--- src/rtl/atom_mem_arbiter.sv ---
// Two-to-one valid/ack arbiter merging the instruction-fetch and data ports onto one memory slave.
// Grants are locked until slave ack, owner abort, or a watchdog-forced error ack.
module atom_mem_arbiter #(
    parameter bit          FAIR_RR        = 1'b1,
    parameter int unsigned TIMEOUT_CYCLES = 255,
    parameter int unsigned TIMEOUT_W      = 8
) (
    input  logic        clk_i,
    input  logic        rst_ni,
    input  logic [31:0] imem_addr_i,
    input  logic        imem_valid_i,
    output logic [31:0] imem_data_o,
    output logic        imem_ack_o,
    input  logic [31:0] dmem_addr_i,
    input  logic [31:0] dmem_data_i,
    input  logic [3:0]  dmem_sel_i,
    input  logic        dmem_we_i,
    input  logic        dmem_valid_i,
    output logic [31:0] dmem_data_o,
    output logic        dmem_ack_o,
    output logic [31:0] m_addr_o,
    output logic [31:0] m_data_o,
    output logic [3:0]  m_sel_o,
    output logic        m_we_o,
    output logic        m_valid_o,
    input  logic [31:0] m_data_i,
    input  logic        m_ack_i,
    output logic        timeout_o
);

    typedef enum logic [1:0] {IDLE, GNT_I, GNT_D} state_t;

    state_t                 state_q, state_d;
    logic                   last_gnt_q, last_gnt_d;
    logic [TIMEOUT_W-1:0]   wd_cnt_q, wd_cnt_d;

    logic        own_i, own_d;
    logic        m_valid;
    logic        slave_ack;
    logic        wd_hit;
    logic        done;
    logic [31:0] rdata;

    // Owner selection; gating with rst_ni forces every output low while reset is held.
    always_comb begin
        own_i = 1'b0;
        own_d = 1'b0;
        case (state_q)
            GNT_I: own_i = 1'b1;
            GNT_D: own_d = 1'b1;
            default: begin
                if (imem_valid_i && dmem_valid_i) begin
                    if (FAIR_RR && last_gnt_q) own_i = 1'b1;
                    else                       own_d = 1'b1;
                end else if (dmem_valid_i) begin
                    own_d = 1'b1;
                end else if (imem_valid_i) begin
                    own_i = 1'b1;
                end
            end
        endcase
        own_i = own_i & rst_ni;
        own_d = own_d & rst_ni;
    end

    always_comb begin
        m_valid   = (own_i & imem_valid_i) | (own_d & dmem_valid_i);
        slave_ack = m_ack_i & m_valid;
        // A real slave ack in the expiry cycle takes precedence over the forced ack.
        wd_hit    = (TIMEOUT_CYCLES != 0) && m_valid && !m_ack_i &&
                    (wd_cnt_q == TIMEOUT_W'(TIMEOUT_CYCLES));
        done      = slave_ack | wd_hit;
        rdata     = wd_hit ? 32'h0 : m_data_i;
    end

    always_comb begin
        m_valid_o   = m_valid;
        m_addr_o    = own_d ? dmem_addr_i : (own_i ? imem_addr_i : 32'h0);
        m_data_o    = own_d ? dmem_data_i : 32'h0;
        m_sel_o     = own_d ? dmem_sel_i : (own_i ? 4'hF : 4'h0);
        m_we_o      = own_d & dmem_we_i;
        imem_data_o = own_i ? rdata : 32'h0;
        dmem_data_o = own_d ? rdata : 32'h0;
        imem_ack_o  = own_i & done;
        dmem_ack_o  = own_d & done;
        timeout_o   = wd_hit;
    end

    always_comb begin
        state_d    = state_q;
        last_gnt_d = last_gnt_q;
        wd_cnt_d   = wd_cnt_q;
        if (!m_valid) begin
            // Idle or owner withdrew valid: abort without touching last_gnt.
            state_d  = IDLE;
            wd_cnt_d = '0;
        end else if (done) begin
            state_d    = IDLE;
            last_gnt_d = own_d;
            wd_cnt_d   = '0;
        end else begin
            state_d = own_d ? GNT_D : GNT_I;
            if (wd_cnt_q != {TIMEOUT_W{1'b1}}) wd_cnt_d = wd_cnt_q + 1'b1;
        end
    end

    always_ff @(posedge clk_i or negedge rst_ni) begin
        if (!rst_ni) begin
            state_q    <= IDLE;
            last_gnt_q <= 1'b0;
            wd_cnt_q   <= '0;
        end else begin
            state_q    <= state_d;
            last_gnt_q <= last_gnt_d;
            wd_cnt_q   <= wd_cnt_d;
        end
    end

endmodule

--- config.mk ---
export PLATFORM = sky130hd
export DESIGN_NAME = atom_mem_arbiter
export DESIGN_NICKNAME = d
export VERILOG_FILES = /design/src/rtl/atom_mem_arbiter.sv
export SDC_FILE = /design/constraint.sdc
export NUM_CORES = 1
export LEC_CHECK = 0
export ABC_AREA = 1
export CAP_MARGIN = 20
export CORE_AREA = 2 2 105 107
export CTS_CLUSTER_SIZE = 16
export DETAILED_ROUTE_END_ITERATION = 16
export DIE_AREA = 0 0 107 109
export PLACE_DENSITY = 0.75
export SETUP_SLACK_MARGIN = 0.1
export SLEW_MARGIN = 20
export SYNTH_ARGS = -nofsm -noshare
export SYNTH_HDL_FRONTEND = slang
export SYNTH_SLANG_ARGS = --single-unit
--- constraint.sdc ---
create_clock -name clk_i -period 2.4 [get_ports clk_i]
set_clock_uncertainty 0.05 [all_clocks]
set_input_delay 0.48 -clock clk_i [delete_from_list [all_inputs] [get_ports clk_i]]
set_output_delay 0.48 -clock clk_i [all_outputs]
set_load 0.005 [all_outputs]
# After elaboration in Yosys (flattened, before gate mapping)
# Cells that the tools add are included.
[classes]
add_sub_neg = 1
mul = 0
n_div = 0
order_cmp = 0
eq_ne = 5
n_shift = 0
mux = 23
n_bitwise = 10
reduce_logical = 5
[op_table]
columns = ["cell", "n"]
rows = [
  ["2-to-1 mux 32 bit", 6],
  ["2-to-1 mux 8 bit", 3],
  ["adder 8 x 1 -> 8 bit, second input constant", 1],
  ["AND 1 bit", 8],
  ["equality test 8 bit, second input constant", 1],
  ["2-to-1 mux 4 bit", 2],
  ["inequality test 8 bit, second input constant", 1],
  ["2-to-1 mux 1 bit", 7],
  ["2-to-1 mux 2 bit", 3],
  ["case mux 1 bit (2 select lines)", 2],
  ["logical AND 1 bit", 3],
  ["inequality test 3 x 1 -> 1 bit, second input constant", 1],
  ["equality test 2 x 1 -> 1 bit, second input constant", 1],
  ["equality test 2 bit, second input constant", 1],
  ["OR 1 bit", 2],
  ["AND reduction 2 bit", 1],
  ["zero test 1 bit", 1],
]
[totals]
register_bits = 11
latch_bits = 0
mem_bits_rw = 0
romBits = 0
input_bits = 138
out_inout_bits = 137
memories = 0

# Longest topological paths before layout
# Gate-level depths: netlist of run 1.
[depth]
depth_word = 12
ltp_mapped = 10
mapped_depth_nobuf = 9

# Worst setup path before layout of run 1
# No wires, ideal clock.
[synth_path]
path_kind = "reg-to-output"
startpoint = "register state_q[0]"
endpoint = "output port imem_data_o[10]"
t_arrival_ns = 1.499
slack_ns = 0.371
stages_incl_launch_ff = 10
path_cell_list = "dfrtp_1 -> inv_1 -> ha_1 -> nor2_1 -> nor2_1 -> and2_1 -> buf_2 -> inv_2 -> buf_2 -> nor2_2"
[synth_via]
elab_chain_len = 9
[synth_lines]
columns = ["element", "line_no", "rtl"]
rows = [
  ["start, declared", "33", "state_t state_q, state_d;"],
  ["start signal, assigned", "113", "state_q <= state_d;"],
  ["equality test 2 bit / equality test 2 x 1 -> 1 bit (equally long branches)", "48", "case (state_q)"],
  ["case mux 1 bit (2 select lines)", "48", ""],
  ["AND 1 bit (on tied branches)", "62, 63", ""],
  ["AND 1 bit", "67", "m_valid = (own_i & imem_valid_i) | (own_d & dmem_valid_i);"],
  ["OR 1 bit", "67", ""],
  ["logical AND 1 bit (2 in a row)", "70", "wd_hit = (TIMEOUT_CYCLES != 0) && m_valid && !m_ack_i &&"],
  ["2-to-1 mux 32 bit", "73", "rdata = wd_hit ? 32'h0 : m_data_i;"],
  ["2-to-1 mux 32 bit (*)", "82", "imem_data_o = own_i ? rdata : 32'h0;"],
  ["end, declared", "12", "output logic [31:0] imem_data_o,"],
]
# Every way passes the cells marked *; elsewhere a longest branch is shown, timed or not.

# Final worst setup path of run 1
[layout_path]
startpoint = "register state_q[1]"
endpoint = "output port imem_data_o[18]"
# The elaborated chain is that of the path after synthesis.

==> results of run 1 <==
area by class of cell:
cell class              count  area [µm²]
well taps                 140         175
repair buffers            367        3730
clock buffers               4        45.0
flip-flops and latches     11         275
fillers                   804        3940
multi-input cells         289        2250
inverters                  43         181
state kept, by name, summed over array words and instances (netlist names):
register    cells
last_gnt_q      1
state_q         2
wd_cnt_q        8
worst reg2reg max path, stage by stage (launching register included):
cell and delay [ns]:
dfrtp_1 0.40, ha_4 0.33, buf_6 0.11, nor2_4 0.03
nor2_4 0.10, nand3_2 0.09, nand2_4 0.11, buf_6 0.11
buf_6 0.11, nand2_4 0.06, buf_4 0.15, nand2_2 0.17
nor2_1 0.07
cell families after synthesis:
logic type | share of synthesized area
flip-flops | 0.125
AND/OR/NAND/NOR | 0.689
XOR/XNOR | 0.0238
buffers and inverters | 0.146
adder cells (fa/ha/maj) | 0.0170
metal layers:
metal  up-vias  routed length, µm
met5         -                  0
met4         0                498
met3        39               1010
met2       198               8040
met1      1699               4820
li1       1788                  -
power by group:
group / internal (mW) / leakage (nW) / total, mW / switching (mW)
sequential: 0.205 / 0.151 / 0.218 / 0.0133
clock: 0.117 / 0.0228 / 0.188 / 0.0717
combinational: 1.65 / 3.12 / 2.99 / 1.34
through the flow:
| stage | hold slack (ns) | setup slack [ns] | std cells | area, µm² |
|---|---|---|---|---|
| floorplan | 0.134 | 0.371 | 367 | 2210 |
| global placement | 0.401 | -0.524 | 779 | 5240 |
| detailed placement | 0.419 | -0.538 | 779 | 5240 |
| CTS | 0.269 | -0.189 | 848 | 6170 |
| global route | 0.278 | -0.241 | 854 | 6660 |
| finish | 0.264 | -0.161 | 854 | 6660 |
timing repair:
action | 4_1_cts | 5_1_grt
resized for setup | 705 | 97
pin swaps | 44 | 49
setup buffers | 44 | 6
cloned | 21 | 4
endpoints found under the setup margin | 137 | 137
layout by cell type (no fill, tap or decap), types with 2 or more instances in the layout:
| cell type | Yosys | routed |
|---|---|---|
| xnor2_1 | 2 | 2 |
| inv_2 | 1 | 2 |
| buf_8 | 0 | 8 |
| nand3_4 | 0 | 5 |
| clkdlybuf4s50_1 | 0 | 134 |
| xor2_1 | 4 | 4 |
| buf_12 | 3 | 17 |
| clkbuf_8 | 0 | 3 |
| clkbuf_16 | 0 | 4 |
| buf_4 | 1 | 19 |
| nand2_8 | 0 | 3 |
| nand2_4 | 32 | 41 |
| nor2_4 | 1 | 32 |
| nand2_2 | 3 | 26 |
| dfrtp_1 | 11 | 11 |
| buf_2 | 14 | 117 |
| dlygate4sd2_1 | 0 | 3 |
| ha_1 | 3 | 2 |
| inv_1 | 42 | 39 |
| nor2_2 | 62 | 67 |
| nand3_2 | 0 | 29 |
| buf_6 | 0 | 43 |
| nor2_1 | 52 | 16 |
| nand3_1 | 39 | 5 |
| buf_16 | 0 | 20 |
| nand2_1 | 88 | 53 |
how the worst max path moves through the flow:
stage / start / to
after global placement: imem_valid_i / imem_data_o[18]
after global routing: state_q[1] / imem_data_o[18]
final: state_q[1] / imem_data_o[18]
after CTS: state_q[1] / imem_data_o[18]
after detailed placement: imem_valid_i / imem_data_o[18]
after floorplan: state_q[0] / imem_data_o[10]
==> qor.txt, run 1 <==
Worst R2R End: wd_cnt_q[2]
number of synthesized register bits: 11
crit path DAT: 2.03 ns
CTS Hold Bufs: 0
Iter 0 DRT Violations: 141
clock sink count: 11
P per Cell Area: 510 mW/mm²
total power: 3.40 mW
Post-synth EDFFs: 0
Mapped Area: 0.00221 mm²
post-synth cell types: 21
CTS Root Cell: clkbuf_8
met2 usage: 0.437
Remaining DRCs: 0
io pins: 275
share of the synthesized area in the top cell type: 0.176
Max-slew headroom: 0.854
failing checks: setup timing
fin crit period: 2.56 ns
RSZ-0062 raised after global routing: yes
outcome: finished, violations left
worst-path fanout max: 5
Worst EP required: 1.87 ns
sequential fraction of the synthesis area: 0.125
yosys warns: 0
main flop type after synthesis: dfrtp_1
asr flop ratio synth: 1.00
Area Growth Syn to Fin: 201%
Startpoint Class: flop
Worst-Margin Slew: 0.217 ns
antenna diode count: 0
syn_area_per_cell: 6.02 µm²
worst skew pair latency: 0.24 ns
GR peak layer: met2
Hold Path Class: in -> async
Max Clk Rate: 390 MHz
most common cell in the netlist: nand2_1
final worst setup slack: -0.161 ns
row count: 38
GRT Util Overall: 0.218
synthesized instance count: 367
GR Util met3: 0.0353
worst r2r path cells: 12
endpoints failing hold: 0
number of port buffers: 274
Chip Height: 109 µm
DP HPWL: 8.26 mm
final-stage net count: 856
type of the worst setup path: reg -> out
Via density: 4.36
antenna violations before repair: 0
Initial Util: 0.208
Routed WL per cell: 16.8 µm
Reg clk slew, reported paths: 0.05 ns
gpl congestion: 0.811
critical path depth: 12
first-pass GRT wire length: 19.8 mm
total congestion overflow: 0
largest net degree at the start of global routing: 18
Leak: 3.30 nW
Max IR drop VDD: 0.000309 V
max-cap violation count: 0
FF-to-FF Start: state_q[1]
H-tree depth: 1
period utilisation layout: 1.07
CORE AREA: 0.0106 mm²
chip width: 107 µm
vias in the first global route: 3,875
die area: 0.0117 mm²
slowest CP cell: dfrtp_1
Syn Nets: 508
flop-to-flop setup slack: 0.39 ns
dominant cell type by area after synthesis: nor2_2
number of nets with antenna violations after routing: 0
final wirelength: 14.4 mm
worst-path cell chain: ha_4, buf_6, nor2_4, nor2_4, nand3_2, nand2_4, nand2_8, buf_12, buf_12, nand2_4, nor2_2, buf_2
DR pass1 iterations: 4
Slew Limit Fails: 0
CP Capture Type: output pin
Post-Route Setup TNS: -11.25 ns
CTS tree: built
top cells by area, synth: nor2_2 18%, nand2_4 16%, nand2_1 15%
CP top delay family: buffers and inverters
grt met1 use: 0.222
total CTS buffers: 3
layout cells sized above 1: 0.620
crit path buf inv count: 4
Critical Path Max Stage Delay: 0.40 ns
clk buf depth: 2
Layout Utilization: 0.628
Setup-failing EPs final: 121
Via Count: 3,724
Synth top cells by count: 88 x nand2_1, 62 x nor2_2, 52 x nor2_1
(Power assumes the default switching activity.)
==> inputs of run 2 (changes only) <==
--- a/config.mk
+++ b/config.mk
@@ -11,6 +11,7 @@
 export CTS_CLUSTER_SIZE = 16
 export DETAILED_ROUTE_END_ITERATION = 16
 export DIE_AREA = 0 0 107 109
+export GPL_TIMING_DRIVEN = 1
 export PLACE_DENSITY = 0.75
 export SETUP_SLACK_MARGIN = 0.1
 export SLEW_MARGIN = 20
==> results of run 2 <==
No change in the layout: final DEF, timing and power equal those of run 1.
